==> src/rtl/params_pkg.sv <==
// Shared sizing and type definitions for the processor's data-memory path.
package params_pkg;
  localparam int MEM_SIZE     = 16;
  localparam int ADDR_WIDTH   = 8;
  localparam int DATA_WIDTH   = 32;
  localparam int DMEM_LATENCY = 2;

  typedef enum logic [1:0] {BYTE, HALF, WORD, DWORD} mem_size_e;
  typedef enum logic [1:0] {INIT, IDLE, WAIT, RESP} dmem_state_e;
endpackage

==> src/rtl/dmem_lane_align.sv <==
// Byte-lane steering: merges store data into a word and extracts/extends load data.
module dmem_lane_align import params_pkg::*; #(
  parameter int DATA_WIDTH = params_pkg::DATA_WIDTH,
  localparam int OFF = $clog2(DATA_WIDTH/8),
  localparam int NB  = DATA_WIDTH/8
) (
  input  logic [1:0]            size,
  input  logic [OFF-1:0]        off,
  input  logic                  is_unsigned,
  input  logic [DATA_WIDTH-1:0] wdata,
  input  logic [DATA_WIDTH-1:0] word,
  output logic [DATA_WIDTH-1:0] merged,
  output logic [DATA_WIDTH-1:0] loaded
);
  int                    nbytes, nbits;
  logic [DATA_WIDTH-1:0] shifted, lowmask;
  logic                  sext;

  always_comb begin
    nbytes = 1 << size;
    merged = word;
    for (int b = 0; b < NB; b++)
      if (b >= int'(off) && b < int'(off) + nbytes)
        merged[b*8 +: 8] = wdata[(b - int'(off))*8 +: 8];
  end

  // Sub-word loads: keep the low nbits and fill the rest with the sign (or zero).
  always_comb begin
    shifted = word >> {off, 3'b000};
    nbits   = 8 << size;
    lowmask = '0;
    sext    = 1'b0;
    loaded  = shifted;
    if (nbits < DATA_WIDTH) begin
      lowmask = (DATA_WIDTH'(1) << nbits) - DATA_WIDTH'(1);
      sext    = !is_unsigned && shifted[nbits-1];
      loaded  = (shifted & lowmask) | (sext ? ~lowmask : '0);
    end
  end
endmodule

==> src/rtl/dmem_ctrl.sv <==
// Data memory with request/response handshake, fixed read latency, error checks
// and a power-up sweep that writes mem[i] = i.
module dmem_ctrl import params_pkg::*; #(
  parameter int MEM_SIZE   = params_pkg::MEM_SIZE,
  parameter int ADDR_WIDTH = params_pkg::ADDR_WIDTH,
  parameter int DATA_WIDTH = params_pkg::DATA_WIDTH,
  parameter int LATENCY    = DMEM_LATENCY
) (
  input  logic                  clk_i,
  input  logic                  rst_i,
  input  logic                  req_valid_i,
  output logic                  req_ready_o,
  input  logic                  req_we_i,
  input  logic [1:0]            req_size_i,
  input  logic                  req_unsigned_i,
  input  logic [ADDR_WIDTH-1:0] req_addr_i,
  input  logic [DATA_WIDTH-1:0] req_wdata_i,
  output logic                  rsp_valid_o,
  input  logic                  rsp_ready_i,
  output logic [DATA_WIDTH-1:0] rsp_rdata_o,
  output logic                  rsp_err_o,
  output logic                  init_done_o
);
  localparam int OFF = $clog2(DATA_WIDTH/8);
  localparam int IW  = (MEM_SIZE > 1) ? $clog2(MEM_SIZE) : 1;
  localparam int LW  = $clog2(LATENCY + 1);

  dmem_state_e           state;
  logic [IW-1:0]         init_cnt;
  logic [LW-1:0]         lat_cnt;
  logic [DATA_WIDTH-1:0] mem [MEM_SIZE];

  logic [ADDR_WIDTH-1:0] idx;
  logic [OFF-1:0]        off, amask;
  logic                  range_err, align_err, size_err, req_err, accept;
  logic [DATA_WIDTH-1:0] rd_word, st_word, ld_word;

  assign off       = req_addr_i[OFF-1:0];
  assign idx       = req_addr_i >> OFF;
  assign amask     = OFF'((1 << req_size_i) - 1);
  assign range_err = 64'(idx) >= 64'(MEM_SIZE);
  assign align_err = |(off & amask);
  assign size_err  = (req_size_i == DWORD) && (DATA_WIDTH < 64);
  assign req_err   = range_err || align_err || size_err;
  assign rd_word   = range_err ? '0 : mem[idx[IW-1:0]];
  assign accept    = req_valid_i && req_ready_o && (state == IDLE);

  dmem_lane_align #(.DATA_WIDTH(DATA_WIDTH)) u_align (
    .size(req_size_i), .off(off), .is_unsigned(req_unsigned_i),
    .wdata(req_wdata_i), .word(rd_word), .merged(st_word), .loaded(ld_word)
  );

  always_ff @(posedge clk_i) begin
    if (rst_i) begin
      state       <= INIT;
      init_cnt    <= '0;
      lat_cnt     <= '0;
      req_ready_o <= 1'b0;
      rsp_valid_o <= 1'b0;
      rsp_rdata_o <= '0;
      rsp_err_o   <= 1'b0;
      init_done_o <= 1'b0;
    end else begin
      case (state)
        INIT: begin
          mem[init_cnt] <= DATA_WIDTH'(init_cnt);
          if (32'(init_cnt) == MEM_SIZE - 1) begin
            state       <= IDLE;
            init_done_o <= 1'b1;
            req_ready_o <= 1'b1;
          end else begin
            init_cnt <= init_cnt + 1'b1;
          end
        end
        IDLE: if (accept) begin
          // Store commits and load data is captured at the accept edge.
          if (req_we_i && !req_err) mem[idx[IW-1:0]] <= st_word;
          rsp_rdata_o <= (req_we_i || req_err) ? '0 : ld_word;
          rsp_err_o   <= req_err;
          req_ready_o <= 1'b0;
          lat_cnt     <= LW'(LATENCY - 1);
          if (LATENCY == 1) begin
            state       <= RESP;
            rsp_valid_o <= 1'b1;
          end else begin
            state <= WAIT;
          end
        end
        WAIT: begin
          lat_cnt <= lat_cnt - 1'b1;
          if (lat_cnt == LW'(1)) begin
            state       <= RESP;
            rsp_valid_o <= 1'b1;
          end
        end
        RESP: if (rsp_ready_i) begin
          state       <= IDLE;
          rsp_valid_o <= 1'b0;
          req_ready_o <= 1'b1;
        end
        default: state <= INIT;
      endcase
    end
  end
endmodule

==> config.mk <==
export PLATFORM = sky130hd
export DESIGN_NAME = dmem_ctrl
export DESIGN_NICKNAME = d
export VERILOG_FILES = /design/src/rtl/params_pkg.sv /design/src/rtl/dmem_lane_align.sv /design/src/rtl/dmem_ctrl.sv
export SDC_FILE = /design/constraint.sdc
export NUM_CORES = 1
export LEC_CHECK = 0
export CAP_MARGIN = 40
export CORE_UTILIZATION = 60
export DETAILED_ROUTE_END_ITERATION = 8
export PLACE_DENSITY = 0.82
export SYNTH_ARGS = -nofsm -noshare
export SYNTH_HDL_FRONTEND = slang
export SYNTH_SLANG_ARGS = --single-unit
==> constraint.sdc <==
create_clock -name clk_i -period 14.05 [get_ports clk_i]
set_clock_uncertainty 0.1 [all_clocks]
set_input_delay 2.81 -clock clk_i [delete_from_list [all_inputs] [get_ports clk_i]]
set_output_delay 2.81 -clock clk_i [all_outputs]
set_load 0.005 [all_outputs]
==> metrics.txt <==
RSZ-0062 raised after global routing=no; Max Slew Vio Count=0; Mapped Area=0.0233 mm^2; Seq/Total Area, Yosys=69.9%; clk root buf=clkbuf_16; Leakage Power=9.40 nW; CTS tree=built; antenna violations before repair=2; WL per Instance=29.5 um; Top delay family on crit path=simple AND/OR/NAND/NOR gates; post-synth top area cell=edfxtp_1; Placed Instances=1844; Reg-to-Reg Start=state[1]; GP Congestion=0.946; TritonCTS Buffers=53; reg2reg setup slack=9.70 ns; FFs w/ async S/R, synth=0%; fin nets=1459; Worst R2R End=mem[13][7]; drt initial violations=1859; DR vias=13156; maximum root-to-sink buffer count=3; clock latency on the worst-skew pair=0.61 ns; most frequent cell after synthesis=edfxtp_1; Yosys cell types=59; Ys Warns=0; Max-cap violations=0; gr usage total=30.4%; Initial Utilization=61.3%; worst hold endpoint=rsp_rdata_o[12]; post-route ant nets=0; relative slew slack=35.6%; CP arrival=7.31 ns; Crit Path Category=in -> reg; IO Count=84; Worst Path Max Fanout=51; Yosys reg bits=556; area grow syn2layout=14.8%; synth top area cells=edfxtp_1 (66%), mux4_2 (16%), dfxtp_1 (3.8%), nor2_1 (1.8%), mux2i_1 (1.2%); endpoints failing setup=0; dpl cell area=0.0249 mm^2; Filler cells=2258; fraction of layout cells with a size suffix above 1=24.1%; slowest stage delay, CP=0.71 ns; final setup TNS=0 ns; maximum vdd drop=0.103 mV; post-synth top area share=66.1%; Hold WC Path Type=reg -> reg; hold buffers post-CTS=0; Port Buf Inserts=83; Period minus WS final=7.14 ns; Syn Area/Cell=18.3 um^2; Final Hold Vio Count=0; top_reg_cell synth=edfxtp_1; CP most frequent cell=buf_4; number of flops mapped to enable cells by yosys=512; Syn Inst Count=1275; reg2reg path depth=11; Residual DRC=0; Core Rows=71; Reg clk slew, reported paths=0.07 ns; pin count of the biggest net entering global routing=75; Mapped Nets=1337; CP Capture Type=flip-flop; Hold Path Depth=2; GRT overflow=0; die width=199 um; critical path launch point type=input port; CTS H-tree depth=2; most frequent cells after synthesis=edfxtp_1 (512), mux4_2 (162), nor2_1 (111); outcome=completed; DIE HEIGHT=199 um; required time worst endpoint=14.22 ns; setup bufs post-CTS=0; vias in the first global route=13091; CP bufs+invs=5; fin area=0.0267 mm^2; CTS resizes=0; core box area=0.0379 mm^2; Final HPWL DP=36.9 mm; worst hold start=rsp_rdata_o[12]; Worst-Margin Slew=0.963 ns; CP Cell Sequence=clkdlybuf4s50_1 > nor2_1 > inv_1 > ha_1 > nor2b_1 > nor4b_2 > nand3b_1 > buf_4 > nor3b_1 > a31oi_1 > buf_2 > nor2_4 > buf_4; Slowest-stage cell, CP=nor2_1; Cell Pwr Density=133 mW/mm^2; vias per cell=6.73; fin cells=1954; drt total wl=57.7 mm; CTS Sinks=556; Max Clock Freq=0.140 GHz; first-pass GRT wire length=84.6 mm; die area=0.0396 mm^2; Final Util=70.4%; final hold slack=0.354 ns; 1st-pass router iterations=8; period utilisation layout=50.8%
[final cells by class]
class                           count  area (um^2)  share of cell area, %
Antenna cell                        2         5.00                 0.0187
Clock buffer                       65         1410                   5.29
Clock inverter                     34          309                   1.16
Inverter                           11         41.3                  0.155
Multi-Input combinational cell    631         6640                   24.9
Sequential cell                   556        16300                   60.9
Tap cell                          511          639                   2.39
Timing Repair Buffer              144         1410                   5.26
[how the worst max path moves through the flow]
stage	startpoint	to	slack, ns	cells after the start
2_1_floorplan	req_addr_i[0]	mem[0][23]	7.46	11
3_3_place_gp	req_size_i[1]	mem[13][15]	6.60	12
3_5_place_dp	req_size_i[1]	mem[6][8]	6.44	12
4_1_cts	req_size_i[1]	mem[7][21]	7.04	12
5_1_grt	req_size_i[1]	mem[7][20]	6.66	12
6_report	req_size_i[1]	mem[13][7]	6.91	13
[metrics by stage]
step           total power, W  setup slack [ns]
2_1_floorplan         0.00205              7.46
3_3_place_gp          0.00214              6.60
3_5_place_dp          0.00216              6.44
4_1_cts               0.00355              7.04
5_1_grt               0.00362              6.66
6_report              0.00355              6.91
[routing by layer]
| layer | part of all wire, % | global-route usage [%] | vias to the layer above |
|---|---|---|---|
| met4 | 3.7 | 11.9 | 0 |
| met2 | 48 | 48.0 | 905 |
| met5 | 0 | 0 | - |
| met1 | 37 | 41.6 | 6655 |
| li1 | - | - | 5444 |
| met3 | 12 | 7.15 | 152 |
[cell usage in the layout, fill, tap and decap left out, types with 28 or more instances in the layout]
cell type        instances
buf_4                   52
clkbuf_16               54
mux4_2                 162
mux2i_1                 28
clkdlybuf4s50_1         78
nor2_1                  94
nand2_1                 61
dfxtp_1                 44
edfxtp_1               512
a21oi_1                 49
[kinds of logic after synthesis]
group	count (synthesis)	share of synthesized area [%]
AO/OA/AOI/OAI	158	4.55
XOR/XNOR	3	0.113
adder cells (fa/ha/maj)	14	0.785
buffers and inverters	88	2.15
flip-flops	556	69.9
multiplexers	203	17.5
AND/OR/NAND/NOR	253	5.03
[worst reg2reg max path, delay by kind of cell (launching register included)]
family	cells	cell delay, ns
flops	1	0.33
buf+inv	4	1.07
compound gates	1	0.12
fa+ha+maj	1	0.30
simple gates	5	2.12
[flip-flops by register name, summed over array words and instances (netlist names)]
name / cells
lat_cnt: 2
state: 2
rsp_rdata_o: 32
mem: 512
rsp_valid_o: 1
init_cnt: 4
req_ready_o: 1
init_done_o: 1
rsp_err_o: 1
[power by group]
group / internal, W / switching (W) / leakage (nW) / total, W
logic: 0.000109 / 0.000168 / 2.73 / 0.000277
registers: 0.00184 / 0.0000168 / 5.83 / 0.00186
clock network: 0.000794 / 0.000618 / 0.840 / 0.00141
(Power assumes the default switching activity.)
